File: config.mk
export PLATFORM = sky130hd
export DESIGN_NAME = alu_seq_ctrl
export DESIGN_NICKNAME = d
export VERILOG_FILES = /design/src/rtl/alu_seq_ctrl.sv
export SDC_FILE = /design/constraint.sdc
export NUM_CORES = 1
export LEC_CHECK = 0
export ABC_AREA = 1
export BUFFER_PORTS_ARGS = -buffer_cell sky130_fd_sc_hd__clkbuf_2
export CAP_MARGIN = 20
export CORE_ASPECT_RATIO = 0.5
export CORE_MARGIN = 3
export CORE_UTILIZATION = 30
export DETAILED_ROUTE_END_ITERATION = 16
export SLEW_MARGIN = 20
export SYNTH_ARGS = -nofsm -noshare
export SYNTH_HDL_FRONTEND = slang
export SYNTH_SLANG_ARGS = --single-unit
File: constraint.sdc
create_clock -name clk -period 1.98 [get_ports clk]
set_input_delay 0.198 -clock clk [delete_from_list [all_inputs] [get_ports clk]]
set_output_delay 0.198 -clock clk [all_outputs]
set_load 0.01 [all_outputs]
File: src/rtl/alu_seq_ctrl.sv
// alu_seq_ctrl: upstream sequencer for the 16-bit multi-cycle ALU.
// Takes one request (op, x, y) over valid/ready, pulses alu_start, drives
// x then y on alu_inbus, waits for alu_finish, captures flags (in the
// finish cycle) and result (one cycle later), then returns them on a
// valid/ready response channel.
//
// Ports
//   clk, rst_b                       clock, async active-low reset
//   req_valid/req_ready/req_op/x/y   request channel
//   alu_start, alu_s, alu_inbus      drive to the ALU
//   alu_outbus, alu_negative/zero/carry/overflow, alu_finish  from the ALU
//   rsp_valid/rsp_ready/rsp_result/rsp_flags/rsp_err          response channel
//   busy                             high in every state except IDLE
//
// Optional build macro: ALU_TIMEOUT_EN adds a WAIT-state timeout of
// TIMEOUT_CYC cycles that returns rsp_err=1 with zero result and flags.
//
// state   | meaning
// --------+-------------------------------------------------------------
// IDLE    | ready for a request, ALU bus parked at 0
// START   | one-cycle alu_start pulse, alu_s=op, alu_inbus=x
// LOAD_X  | x held on alu_inbus for LOAD_X_CYC cycles
// LOAD_Y  | y held on alu_inbus for LOAD_Y_CYC cycles
// WAIT    | y held, waiting for alu_finish (optionally bounded)
// CAPTURE | alu_outbus latched into rsp_result
// RESP    | rsp_valid high, payload stable until rsp_ready

module alu_seq_ctrl #(
   parameter int LOAD_X_CYC  = 1,
   parameter int LOAD_Y_CYC  = 1,
   parameter int TIMEOUT_CYC = 255
) (
   input  logic        clk,
   input  logic        rst_b,
   input  logic        req_valid,
   output logic        req_ready,
   input  logic [3:0]  req_op,
   input  logic [15:0] req_x,
   input  logic [15:0] req_y,
   output logic        alu_start,
   output logic [3:0]  alu_s,
   output logic [15:0] alu_inbus,
   input  logic [15:0] alu_outbus,
   input  logic        alu_negative,
   input  logic        alu_zero,
   input  logic        alu_carry,
   input  logic        alu_overflow,
   input  logic        alu_finish,
   output logic        rsp_valid,
   input  logic        rsp_ready,
   output logic [15:0] rsp_result,
   output logic [3:0]  rsp_flags,
   output logic        rsp_err,
   output logic        busy
);

   typedef enum logic [2:0] {
      S_IDLE, S_START, S_LOAD_X, S_LOAD_Y, S_WAIT, S_CAPTURE, S_RESP
   } state_t;

   state_t      state;
   logic [3:0]  phase_cnt;
   logic [15:0] y_q;
   logic [3:0]  flags_in;

   assign flags_in = {alu_negative, alu_zero, alu_carry, alu_overflow};

`ifdef ALU_TIMEOUT_EN
   logic [15:0] wait_cnt;
`else
   logic unused_timeout;
   assign unused_timeout = (TIMEOUT_CYC != 0);
   assign rsp_err = 1'b0;
`endif

   // All outputs are registered: each transition sets the outputs that
   // belong to the state being entered.
   always_ff @(posedge clk or negedge rst_b) begin
      if (!rst_b) begin
         state      <= S_IDLE;
         phase_cnt  <= '0;
         y_q        <= '0;
         req_ready  <= 1'b1;
         alu_start  <= 1'b0;
         alu_s      <= '0;
         alu_inbus  <= '0;
         rsp_valid  <= 1'b0;
         rsp_result <= '0;
         rsp_flags  <= '0;
         busy       <= 1'b0;
`ifdef ALU_TIMEOUT_EN
         wait_cnt   <= '0;
         rsp_err    <= 1'b0;
`endif
      end else begin
         alu_start <= 1'b0;
         case (state)
            S_IDLE: begin
               if (req_valid && req_ready) begin
                  alu_start <= 1'b1;
                  alu_s     <= req_op;
                  alu_inbus <= req_x;
                  y_q       <= req_y;
                  req_ready <= 1'b0;
                  busy      <= 1'b1;
`ifdef ALU_TIMEOUT_EN
                  rsp_err   <= 1'b0;
`endif
                  state     <= S_START;
               end
            end
            S_START: begin
               phase_cnt <= 4'(LOAD_X_CYC - 1);
               state     <= S_LOAD_X;
            end
            S_LOAD_X: begin
               if (alu_finish) begin
                  rsp_flags <= flags_in;
                  state     <= S_CAPTURE;
               end else if (phase_cnt == 4'd0) begin
                  phase_cnt <= 4'(LOAD_Y_CYC - 1);
                  alu_inbus <= y_q;
                  state     <= S_LOAD_Y;
               end else begin
                  phase_cnt <= phase_cnt - 4'd1;
               end
            end
            S_LOAD_Y: begin
               if (alu_finish) begin
                  rsp_flags <= flags_in;
                  state     <= S_CAPTURE;
               end else if (phase_cnt == 4'd0) begin
`ifdef ALU_TIMEOUT_EN
                  wait_cnt  <= '0;
`endif
                  state     <= S_WAIT;
               end else begin
                  phase_cnt <= phase_cnt - 4'd1;
               end
            end
            S_WAIT: begin
               // finish takes priority over a coincident timeout
               if (alu_finish) begin
                  rsp_flags <= flags_in;
                  state     <= S_CAPTURE;
               end
`ifdef ALU_TIMEOUT_EN
               else if (wait_cnt == 16'(TIMEOUT_CYC - 1)) begin
                  rsp_err    <= 1'b1;
                  rsp_result <= '0;
                  rsp_flags  <= '0;
                  rsp_valid  <= 1'b1;
                  alu_s      <= '0;
                  alu_inbus  <= '0;
                  state      <= S_RESP;
               end else begin
                  wait_cnt <= wait_cnt + 16'd1;
               end
`endif
            end
            S_CAPTURE: begin
               // outbus is registered in the ALU, valid the cycle after finish
               rsp_result <= alu_outbus;
               rsp_valid  <= 1'b1;
               alu_s      <= '0;
               alu_inbus  <= '0;
               state      <= S_RESP;
            end
            S_RESP: begin
               if (rsp_ready) begin
                  rsp_valid <= 1'b0;
                  req_ready <= 1'b1;
                  busy      <= 1'b0;
                  state     <= S_IDLE;
               end
            end
            default: state <= S_IDLE;
         endcase
      end
   end

endmodule

==> impl_metrics.toml, run 1 <==
[worst_hold_path]
hold_path_end = "y_q[13]$_DFFE_PN0P_"
timing.hold.worst.start = "req_y[13]"
min_path_cells = 3
hold_class = "in -> reg"

[setup_path]
r2r_cells = 8
worst_ep_required_time_ns = 2.19
crit_path_start_kind = "flip-flop"
reg2reg_from = "state[2]$_DFFE_PN0P_"
cp.arrival_ns = 1.85
reg2reg_slack_ns = 0.34
crit-reg2reg-capture = "alu_inbus[11]$_DFFE_PN0P_"
critPathKind = "reg -> reg"
setup.worst_path.end_class = "flip-flop"
crit_fanout = 17

[logic_synthesis]
synth-simple-area-share = 0.259
synthDistinctLibCells = 30
synth_seq_cells = 67
synth_xor_area_frac = 0.00282
synthAdderAreaFrac = 0.00403
ys_seq_area_frac = 0.541
synth_top_family_by_area = "simple AND/OR/NAND/NOR gates"
netlist_area_mm2 = 0.00310
syn_avg_cell_area_um2 = 8.89
syn-num-nets = 411
syn_inst = 349
synth_mux_area_frac = 0.0581
synth-compound-area-share = 0.0686
ys_warn_count = 0

[pwr]
power_density_mw_per_mm2 = 1560
irDropWorstVdd_mv = 0.593
leakage_uw = 0.00220

[clocking]
ctsResizeCount = 0
tritoncts = "done"
ctsRootBufferMaster = "clkbuf_16"
ctsHoldBuffers = 1
clk_latency_ns = 0.32
clockBufferDepth = 2
clkTransAtPathRegs_ns = 0.06
numCtsBuffers = 9
cts_max_level = 3
cts.sinks = 67
cts_setup_buffers = 0

[place]
preCtsSetupSlack_ns = 0.357
place_hpwl_mm = 5.79
dpl-instance-area_mm2 = 0.00377
dp_cells = 580
place.gp.congestion = 0.855
portBuffers = 104

[detailed_routing]
vias_per_cell = 4.40
drt-initial-drc-count = 136
wl_per_cell_um = 13.1
via_count = 2616
drcViolationCount = 0
first_pass_iters = 4
ant_nets = 0
drt_wl_total_mm = 7.79

[die]
dieArea_mm2 = 0.0117
die_x_um = 150
core_mm2 = 0.00976
start_util = 0.318
io_pins = 106
dieHeight_um = 77.9
rows = 25

[sta]
skew_ns = 0.00468
final.setup.tns_ns = 0
fmax_mhz = 610
rsz0062_at_grt = "false"
period_minus_slack_ns = 1.64
finalSetupViolations = 0
setup_ws_ns = 0.341
hold_viol_final = 0
report.final.slew_viol_count = 0
whs_ns = 0.0663
period_share = 0.828

[global_route]
grt_pass1_wl_mm = 12.5
grt_pass1_vias = 2486
grt_start_max_net_pins = 68
antenna_found_initial = 0
grtUsageTotal = 0.138
grt_overflow = 0

[status]
status = "complete, no violations"

[layout]
multi_input_area_mm2 = 0.00122
fin_area_mm2 = 0.00404
diodes = 0
fillers = 1023
nets = 519
syn2layout_area_growth_pct = 30.3
final_cells = 594
area.sequential_mm2 = 0.00168
layout-drive-gt1-share = 0.342

[job]
maxCapViolCount = 0
[Yosys cell counts (all sizes together)]
master | count | area [um^2]
nand4 | 5 | 31.3
mux2 | 16 | 180
nand3 | 33 | 170
clkbuf | 4 | 17.5
conb | 1 | 3.75
buf | 13 | 96.3
inv | 24 | 90.1
dfstp | 1 | 26.3
a22oi | 1 | 7.51
nor2 | 7 | 52.6
nand3b | 1 | 7.51
dfrtp | 66 | 1650
nand2 | 133 | 534
xor2 | 1 | 8.76
o21ai | 39 | 195
nor4 | 1 | 6.26
ha | 1 | 12.5
a21oi | 2 | 10.0
[routing by layer]
| metal | part of all wire | track usage | vias up |
|---|---|---|---|
| li1 | - | - | 1338 |
| met1 | 0.47 | 0.191 | 1197 |
| met2 | 0.45 | 0.199 | 69 |
| met3 | 0.061 | 0.0525 | 12 |
| met4 | 0.016 | 0.0456 | 0 |
| met5 | 0 | 0 | - |
[how the worst max path moves through the flow]
| stage | depth (start not counted) | start | slack (ns) | end |
|---|---|---|---|---|
| floorplan | 8 | phase_cnt[0]$_DFFE_PN0P_ | 0.53 | phase_cnt[1]$_DFFE_PN0P_ |
| global placement | 8 | state[2]$_DFFE_PN0P_ | 0.38 | alu_inbus[11]$_DFFE_PN0P_ |
| detailed placement | 8 | state[2]$_DFFE_PN0P_ | 0.36 | alu_inbus[11]$_DFFE_PN0P_ |
| CTS | 8 | state[2]$_DFFE_PN0P_ | 0.35 | alu_inbus[11]$_DFFE_PN0P_ |
| global route | 8 | state[2]$_DFFE_PN0P_ | 0.20 | alu_inbus[5]$_DFFE_PN0P_ |
| finish | 8 | state[2]$_DFFE_PN0P_ | 0.34 | alu_inbus[11]$_DFFE_PN0P_ |
[layout by cell type, fill, tap and decap left out, types with 2 or more instances in the layout]
master / netlist / layout
a21oi_1: 2 / 2
buf_12: 0 / 2
buf_4: 4 / 7
clkbuf_16: 0 / 9
clkbuf_2: 2 / 103
clkinv_2: 0 / 2
dfrtp_1: 66 / 66
inv_1: 21 / 21
inv_2: 3 / 3
mux2_2: 16 / 16
nand2_1: 127 / 127
nand2_2: 2 / 2
nand2_4: 4 / 4
nand3_1: 32 / 31
nand3_2: 1 / 2
nand4_1: 5 / 5
nor2_1: 4 / 4
o21ai_0: 39 / 39
[sequential cells by signal, indices dropped and copies added (netlist names)]
signal	flops
alu_inbus	16
alu_s	4
alu_start	1
busy	1
phase_cnt	4
req_ready	1
rsp_flags	4
rsp_result	16
rsp_valid	1
state	3
y_q	16
[critical path, cell delays in order, from the launching register on]
cell and delay, ns:
dfrtp_1 0.47, inv_2 0.14, nand2_4 0.08, nor2_2 0.24
nand2_1 0.15, nand2_4 0.21, nor2_8 0.10, nand2_1 0.08
nand2_1 0.05
[area by class of cell]
type	instances	share of cell area
clock inverter	3	0.00433
inverter	24	0.0223
sequential	67	0.415
tap	135	0.0418
clock buffer	10	0.0591
multi-input combinational	241	0.303
timing repair buffer	114	0.154
[logic make-up after synthesis]
| logic type | count (synthesis) |
|---|---|
| AO/OA/AOI/OAI | 42 |
| XOR/XNOR | 1 |
| adder cells (fa/ha/maj) | 1 |
| buffers and inverters | 41 |
| flip-flops | 67 |
| multiplexers | 16 |
| other | 1 |
| AND/OR/NAND/NOR | 180 |
[stage by stage]
step                      utilization  power (uW)
after floorplan                     -        4070
after global placement          0.387        4900
after detailed placement        0.387        4940
after CTS                       0.414        6370
after global routing            0.414        6840
final                           0.414        6290
[report_power, final]
group          internal, uW  leakage, uW  switching [uW]
logic                   990      0.00125            1570
registers              2000     0.000821             328
clock network           854     0.000126             551
total                  3850      0.00220            2440
No activity file was read; power rests on OpenSTA's default activity.
==> inputs of run 2 (changes only) <==
--- a/config.mk
+++ b/config.mk
@@ -5,7 +5,7 @@
 export SDC_FILE = /design/constraint.sdc
 export NUM_CORES = 1
 export LEC_CHECK = 0
-export ABC_AREA = 1
+export ABC_AREA = 0
 export BUFFER_PORTS_ARGS = -buffer_cell sky130_fd_sc_hd__clkbuf_2
 export CAP_MARGIN = 20
 export CORE_ASPECT_RATIO = 0.5
==> constraint.sdc (replaced) <==
create_clock -name clk -period 1.5 [get_ports clk]
set_input_delay 0.15 -clock clk [delete_from_list [all_inputs] [get_ports clk]]
set_output_delay 0.15 -clock clk [all_outputs]
set_load 0.01 [all_outputs]
==> run 2 against run 1 <==
Against the previous run: the flow now finishes with violations (setup timing); clock power rose by 73%; combinational power rose by 91%; worst setup slack got worse by 0.60 ns; critical path depth fell by 4; sequential share of layout area fell by 5.7 points; largest cell class unchanged.
==> impl_metrics.toml, run 2 <==
[status]
status = "complete, but fails checks"
violations = "setup timing"

[setup_path]
setup.worst_path.end_class = "flip-flop"
crit_family = "flip-flops"
cp.arrival_ns = 1.97
crit_fanout = 16
cp_slowest_cell = "dfrtp_2"
critPathKind = "reg -> reg"
critPathMaxStageDelay_ns = 0.45
worst-path-buf-inv = 1
worst_ep_required_time_ns = 1.71
crit_path_start_kind = "flip-flop"
crit_chain = "or3b_4 > o32a_1 > buf_12 > mux2_4"

[detailed_routing]
drt_wl_total_mm = 8.48
ant_nets = 0
drcViolationCount = 0
vias_per_cell = 4.75
drt-initial-drc-count = 93
wl_per_cell_um = 15.7
first_pass_iters = 4
via_count = 2564

[logic_synthesis]
synth_top_area_share = 0.541
synth_area_leaders = "dfrtp_1, mux2_2, mux2_4"
synth_edf_count = 0
synth_seq_cells = 67
async_reset_ff_frac = 1.00
ys_seq_area_frac = 0.550
synth_top_area_cell = "dfrtp_1"
syn-num-nets = 323
netlist_area_mm2 = 0.00305
synthDistinctLibCells = 34
syn_avg_cell_area_um2 = 11.7
yosysMostFrequentCell = "dfrtp_1"
dominantRegCellSynth = "dfrtp_1"
syn_inst = 261
ys_warn_count = 0
yosys-top-cells-count = "dfrtp_1, mux2_2, a21oi_1, nor2_1, nand2_1"

[sta]
setup_ws_ns = -0.259
whs_ns = 0.0345
hold_viol_final = 0
fmax_mhz = 568
finalSetupViolations = 58
report.final.slew_viol_count = 0
period_minus_slack_ns = 1.76
skew_ns = 0.00432
rsz0062_at_grt = "true"
period_share = 1.17

[die]
dieHeight_um = 77.3
rows = 25
start_util = 0.316
die_x_um = 149
io_pins = 106
dieArea_mm2 = 0.0115
core_mm2 = 0.00967

[clocking]
clkTransAtPathRegs_ns = 0.06
ctsRootBufferMaster = "clkbuf_16"
clockBufferDepth = 2
tritoncts = "done"
cts_max_level = 3
numCtsBuffers = 9
cts.sinks = 67
clk_latency_ns = 0.33

[global_route]
grt_start_max_net_pins = 68
grt_pass1_wl_mm = 12.9
grt_pass1_vias = 2543
grtUsageTotal = 0.143
grt_overflow = 0
antenna_found_initial = 0

[layout]
fillers = 865
syn2layout_area_growth_pct = 53.6
final_cells = 540
nets = 462
reg.largest.list = "alu_inbus x16, rsp_result x16, y_q x16"
layout-drive-gt1-share = 0.563
final_cell_mix = "clkbuf_2, dfrtp_1, mux2_4, a21oi_1, buf_4"
layout_commonest_cell = "clkbuf_2"
diodes = 0

[pwr]
totalPowerFinal_uw = 10400
p_seq_frac = 0.296
power_density_mw_per_mm2 = 2220
p_clk_frac = 0.233
p_sw_uw = 3370
combinationalPowerShare = 0.472
irDropWorstVdd_mv = 0.732
p_int_uw = 7020
leakage_uw = 0.00235
swShare = 0.324

[place]
portBuffers = 104
dp_cells = 508
place.gp.congestion = 0.761
place_hpwl_mm = 5.47

[job]
maxCapViolCount = 0

[worst_hold_path]
hold_class = "in -> reg"
[run 2: changes by cell type after synthesis, sizes merged, moves of 18 or more]
cell	before	now
mux2	16	52
o21ai	39	10
nand3	33	2
nor2	7	25
inv	24	3
a21oi	2	25
nand2	133	18
[run 2: worst paths after layout]
path	start	to	slack, ns	cells past startpoint
max in group asynchronous	rst_b	req_ready$_DFFE_PN1P_	0.80	3
hold / removal	req_op[3]	alu_s[3]$_DFFE_PN0P_	0.03	3
setup / recovery	state[2]$_DFFE_PN0P_	alu_inbus[2]$_DFFE_PN0P_	-0.26	4
setup reg to reg	state[2]$_DFFE_PN0P_	alu_inbus[2]$_DFFE_PN0P_	-0.26	4
min in group asynchronous	rst_b	y_q[4]$_DFFE_PN0P_	0.37	3
hold reg to reg	alu_inbus[0]$_DFFE_PN0P_	alu_inbus[0]$_DFFE_PN0P_	0.50	1
[run 2: logic make-up after synthesis]
| logic type | after synthesis | share of synthesized area |
|---|---|---|
| DFF | 67 | 0.550 |
| AOI/OAI and AO/OA | 59 | 0.110 |
| and+or+nand+nor | 57 | 0.0853 |
| muxes | 53 | 0.208 |
| buffers and inverters | 23 | 0.0418 |
| adders and majority gates | 1 | 0.00410 |
| other | 1 | 0.00123 |
[run 2: cell type report]
type                    count  area, um^2  area share
well taps                 135         169      0.0360
flip-flops and latches     67        1680       0.358
repair buffers            147        1050       0.224
inverters                   4        15.0     0.00320
multi-input cells         171        1430       0.305
clock inverters             5         100      0.0214
clock buffers              11         243      0.0518
[run 2: routing by layer]
| layer | share of wire | up-vias | global-route usage |
|---|---|---|---|
| met2 | 0.49 | 56 | 0.225 |
| met3 | 0.045 | 12 | 0.0478 |
| li1 | - | 1215 | - |
| met4 | 0.012 | 0 | 0.0396 |
| met5 | 0 | - | 0 |
| met1 | 0.45 | 1281 | 0.188 |
[run 2: worst register-to-register path, stage by stage (launching register included)]
cell and delay, ns:
dfrtp_2 0.45, or3b_4 0.39, o32a_1 0.33, buf_12 0.17, mux2_4 0.30
[run 2: power groups by stage]
stage | clock network, uW | registers [uW] | logic, uW
global route | 2560 | 3190 | 5330
floorplan | 0 | 3270 | 2260
detailed placement | 0 | 3060 | 4050
finish | 2420 | 3070 | 4900
CTS | 2470 | 3040 | 4330
global placement | 0 | 3050 | 3970
[run 2: what timing repair did]
| item | 4_1_cts | 5_1_grt |
|---|---|---|
| endpoints found under the setup margin | 57 | 64 |
| hold endpoints to repair | 66 | 0 |
| hold buffers | 1 | 0 |
| pin swaps | 2 | 5 |
| gates resized for setup | 19 | 40 |
| setup buffers | 2 | 9 |
| cloned | 2 | 4 |
[run 2: per-stage QoR]
| step | setup WS, ns | area [um^2] | TNS [ns] | utilization |
|---|---|---|---|---|
| 6_report | -0.259 | 4690 | -8.89 | 0.485 |
| 5_1_grt | -0.289 | 4690 | -11.72 | 0.485 |
| 4_1_cts | -0.218 | 4410 | -7.66 | 0.456 |
| 3_5_place_dp | -0.226 | 3920 | -5.85 | 0.406 |
| 3_3_place_gp | -0.195 | 3920 | -5.04 | 0.406 |
| 2_1_floorplan | -0.439 | 3060 | -10.28 | - |
==> inputs of run 3 (changes only) <==
--- a/config.mk
+++ b/config.mk
@@ -10,8 +10,9 @@
 export CAP_MARGIN = 20
 export CORE_ASPECT_RATIO = 0.5
 export CORE_MARGIN = 3
-export CORE_UTILIZATION = 30
+export CORE_UTILIZATION = 45
 export DETAILED_ROUTE_END_ITERATION = 16
+export PLACE_DENSITY = 0.76
 export SLEW_MARGIN = 20
 export SYNTH_ARGS = -nofsm -noshare
 export SYNTH_HDL_FRONTEND = slang
==> run 3 against run 2 <==
Against the previous run: the run still ends with setup timing left; final cell count down 9.3%; largest cell class unchanged; non-clock buffer count down 3; sequential power barely moved; combinational power fell by 2%; total power shrank 4.5%.
==> impl_metrics.toml, run 3 (synthesis gave the netlist of run 2 again) <==
[global_route]
grt_start_max_net_pins = 30
grt_pass1_wl_mm = 13.6
antenna_found_initial = 0
grtUsageTotal = 0.223
grt_overflow = 0
grt_pass1_vias = 2849

[die]
io_pins = 106
dieHeight_um = 64.2
start_util = 0.484
dieArea_mm2 = 0.00786
rows = 20
die_x_um = 122
core_mm2 = 0.00631

[setup_path]
crit_family = "flip-flops"
crit_start = "state[0]$_DFFE_PN0P_"
cp.arrival_ns = 1.96
setup.worst_path.end_class = "flip-flop"
crit_chain = "buf_4 > nor4bb_1 > a21oi_1 > o32a_1 > buf_6 > mux2_4"
worst_ep_required_time_ns = 1.70
cp_slowest_cell = "dfrtp_1"
reg2reg_from = "state[0]$_DFFE_PN0P_"
worst-path-buf-inv = 2
critPathKind = "reg -> reg"
crit_path_start_kind = "flip-flop"
crit_fanout = 10
critPathMaxStageDelay_ns = 0.40

[sta]
setup_ws_ns = -0.256
report.final.slew_viol_count = 0
fmax_mhz = 569
finalSetupViolations = 52
hold_viol_final = 0
whs_ns = 0.0389
period_share = 1.17
skew_ns = 0.00335
rsz0062_at_grt = "true"
period_minus_slack_ns = 1.76

[layout]
final_cell_mix = "clkbuf_2, dfrtp_1, mux2_2, nor2_1, a21oi_1"
final_cells = 490
layout-drive-gt1-share = 0.560
fin_area_mm2 = 0.00446
layout_commonest_cell = "clkbuf_2"
syn2layout_area_growth_pct = 46.2
nets = 459
reg.largest.list = "alu_inbus x16, rsp_result x16, y_q x16"
diodes = 0

[detailed_routing]
ant_nets = 0
drt-initial-drc-count = 166
vias_per_cell = 5.43
first_pass_iters = 4
drcViolationCount = 0
via_count = 2662
drt_wl_total_mm = 8.53
wl_per_cell_um = 17.4

[place]
dp_cells = 464
place.gp.congestion = 0.859
portBuffers = 104
place_hpwl_mm = 5.79
dpl-instance-area_mm2 = 0.00386
preCtsSetupSlack_ns = -0.219

[status]
status = "complete, but fails checks"
violations = "setup timing"

[clocking]
clk_latency_ns = 0.32
tritoncts = "done"
clkTransAtPathRegs_ns = 0.05
cts_max_level = 3
numCtsBuffers = 9
clockBufferDepth = 2
ctsRootBufferMaster = "clkbuf_16"
cts.sinks = 67

[pwr]
totalPowerFinal_uw = 9920
power_density_mw_per_mm2 = 2220
irDropWorstVdd_mv = 1.14
leakage_uw = 0.00221

[worst_hold_path]
timing.hold.worst.start = "req_op[3]"
hold_class = "in -> reg"

[job]
maxCapViolCount = 0
## run 3: cell types whose count changed in the layout (fill, tap and decap cells not counted), moves of 2 or more
cell and delta:
buf_16 +2, buf_12 -5, mux2_4 -15, buf_6 +11
bufinv_16 -2, clkbuf_16 -2, clkbuf_1 +3, mux2_2 +15
buf_8 -4, buf_4 -5
## run 3: final cells by class
class / count / area [um^2]
sequential: 67 / 1680
clock inverter: 2 / 35.0
tap: 88 / 110
timing repair buffer: 144 / 980
inverter: 4 / 15.0
clock buffer: 14 / 254
multi-input combinational: 171 / 1390
fill: 450 / 1850
## run 3: power by group
part           internal (uW)  total, uW  switching (uW)
registers               2610       3090             475
logic                   2540       4800            2260
clock network           1330       2030             697
## run 3: final timing paths
kind	slack (ns)	end	depth (start not counted)
max reg2reg	-0.26	alu_inbus[2]$_DFFE_PN0P_	6
min reg2reg	0.50	rsp_result[2]$_DFFE_PN0P_	1
min	0.04	alu_s[3]$_DFFE_PN0P_	3
max in group asynchronous	0.61	req_ready$_DFFE_PN1P_	3
max	-0.26	alu_inbus[2]$_DFFE_PN0P_	6
min in group asynchronous	0.32	y_q[4]$_DFFE_PN0P_	2
## run 3: what timing repair did
action	4_1_cts	5_1_grt
gates resized for setup	28	22
endpoints found under the hold margin	17	0
pin swaps	1	3
gates cloned	3	1
buffers inserted	4	1
hold buffers	1	0
endpoints found under the setup margin	58	61
## run 3: tightest hold or removal path, delay by kind of cell
family	cells	cell delay (ns)
buffers and inverters	1	0.07
AND/OR/NAND/NOR	1	0.04
AO/OA/AOI/OAI	1	0.06
## run 3: layer usage
metal,GRT usage,share of wire
met5,0,0
met4,0.0893,0.017
met3,0.0539,0.064
met2,0.388,0.52
met1,0.267,0.40
## run 3: stage by stage
step / utilization / TNS (ns)
2_1_floorplan: - / -10.28
3_3_place_gp: 0.612 / -5.42
3_5_place_dp: 0.612 / -7.28
4_1_cts: 0.690 / -7.75
5_1_grt: 0.707 / -9.49
6_report: 0.707 / -7.64
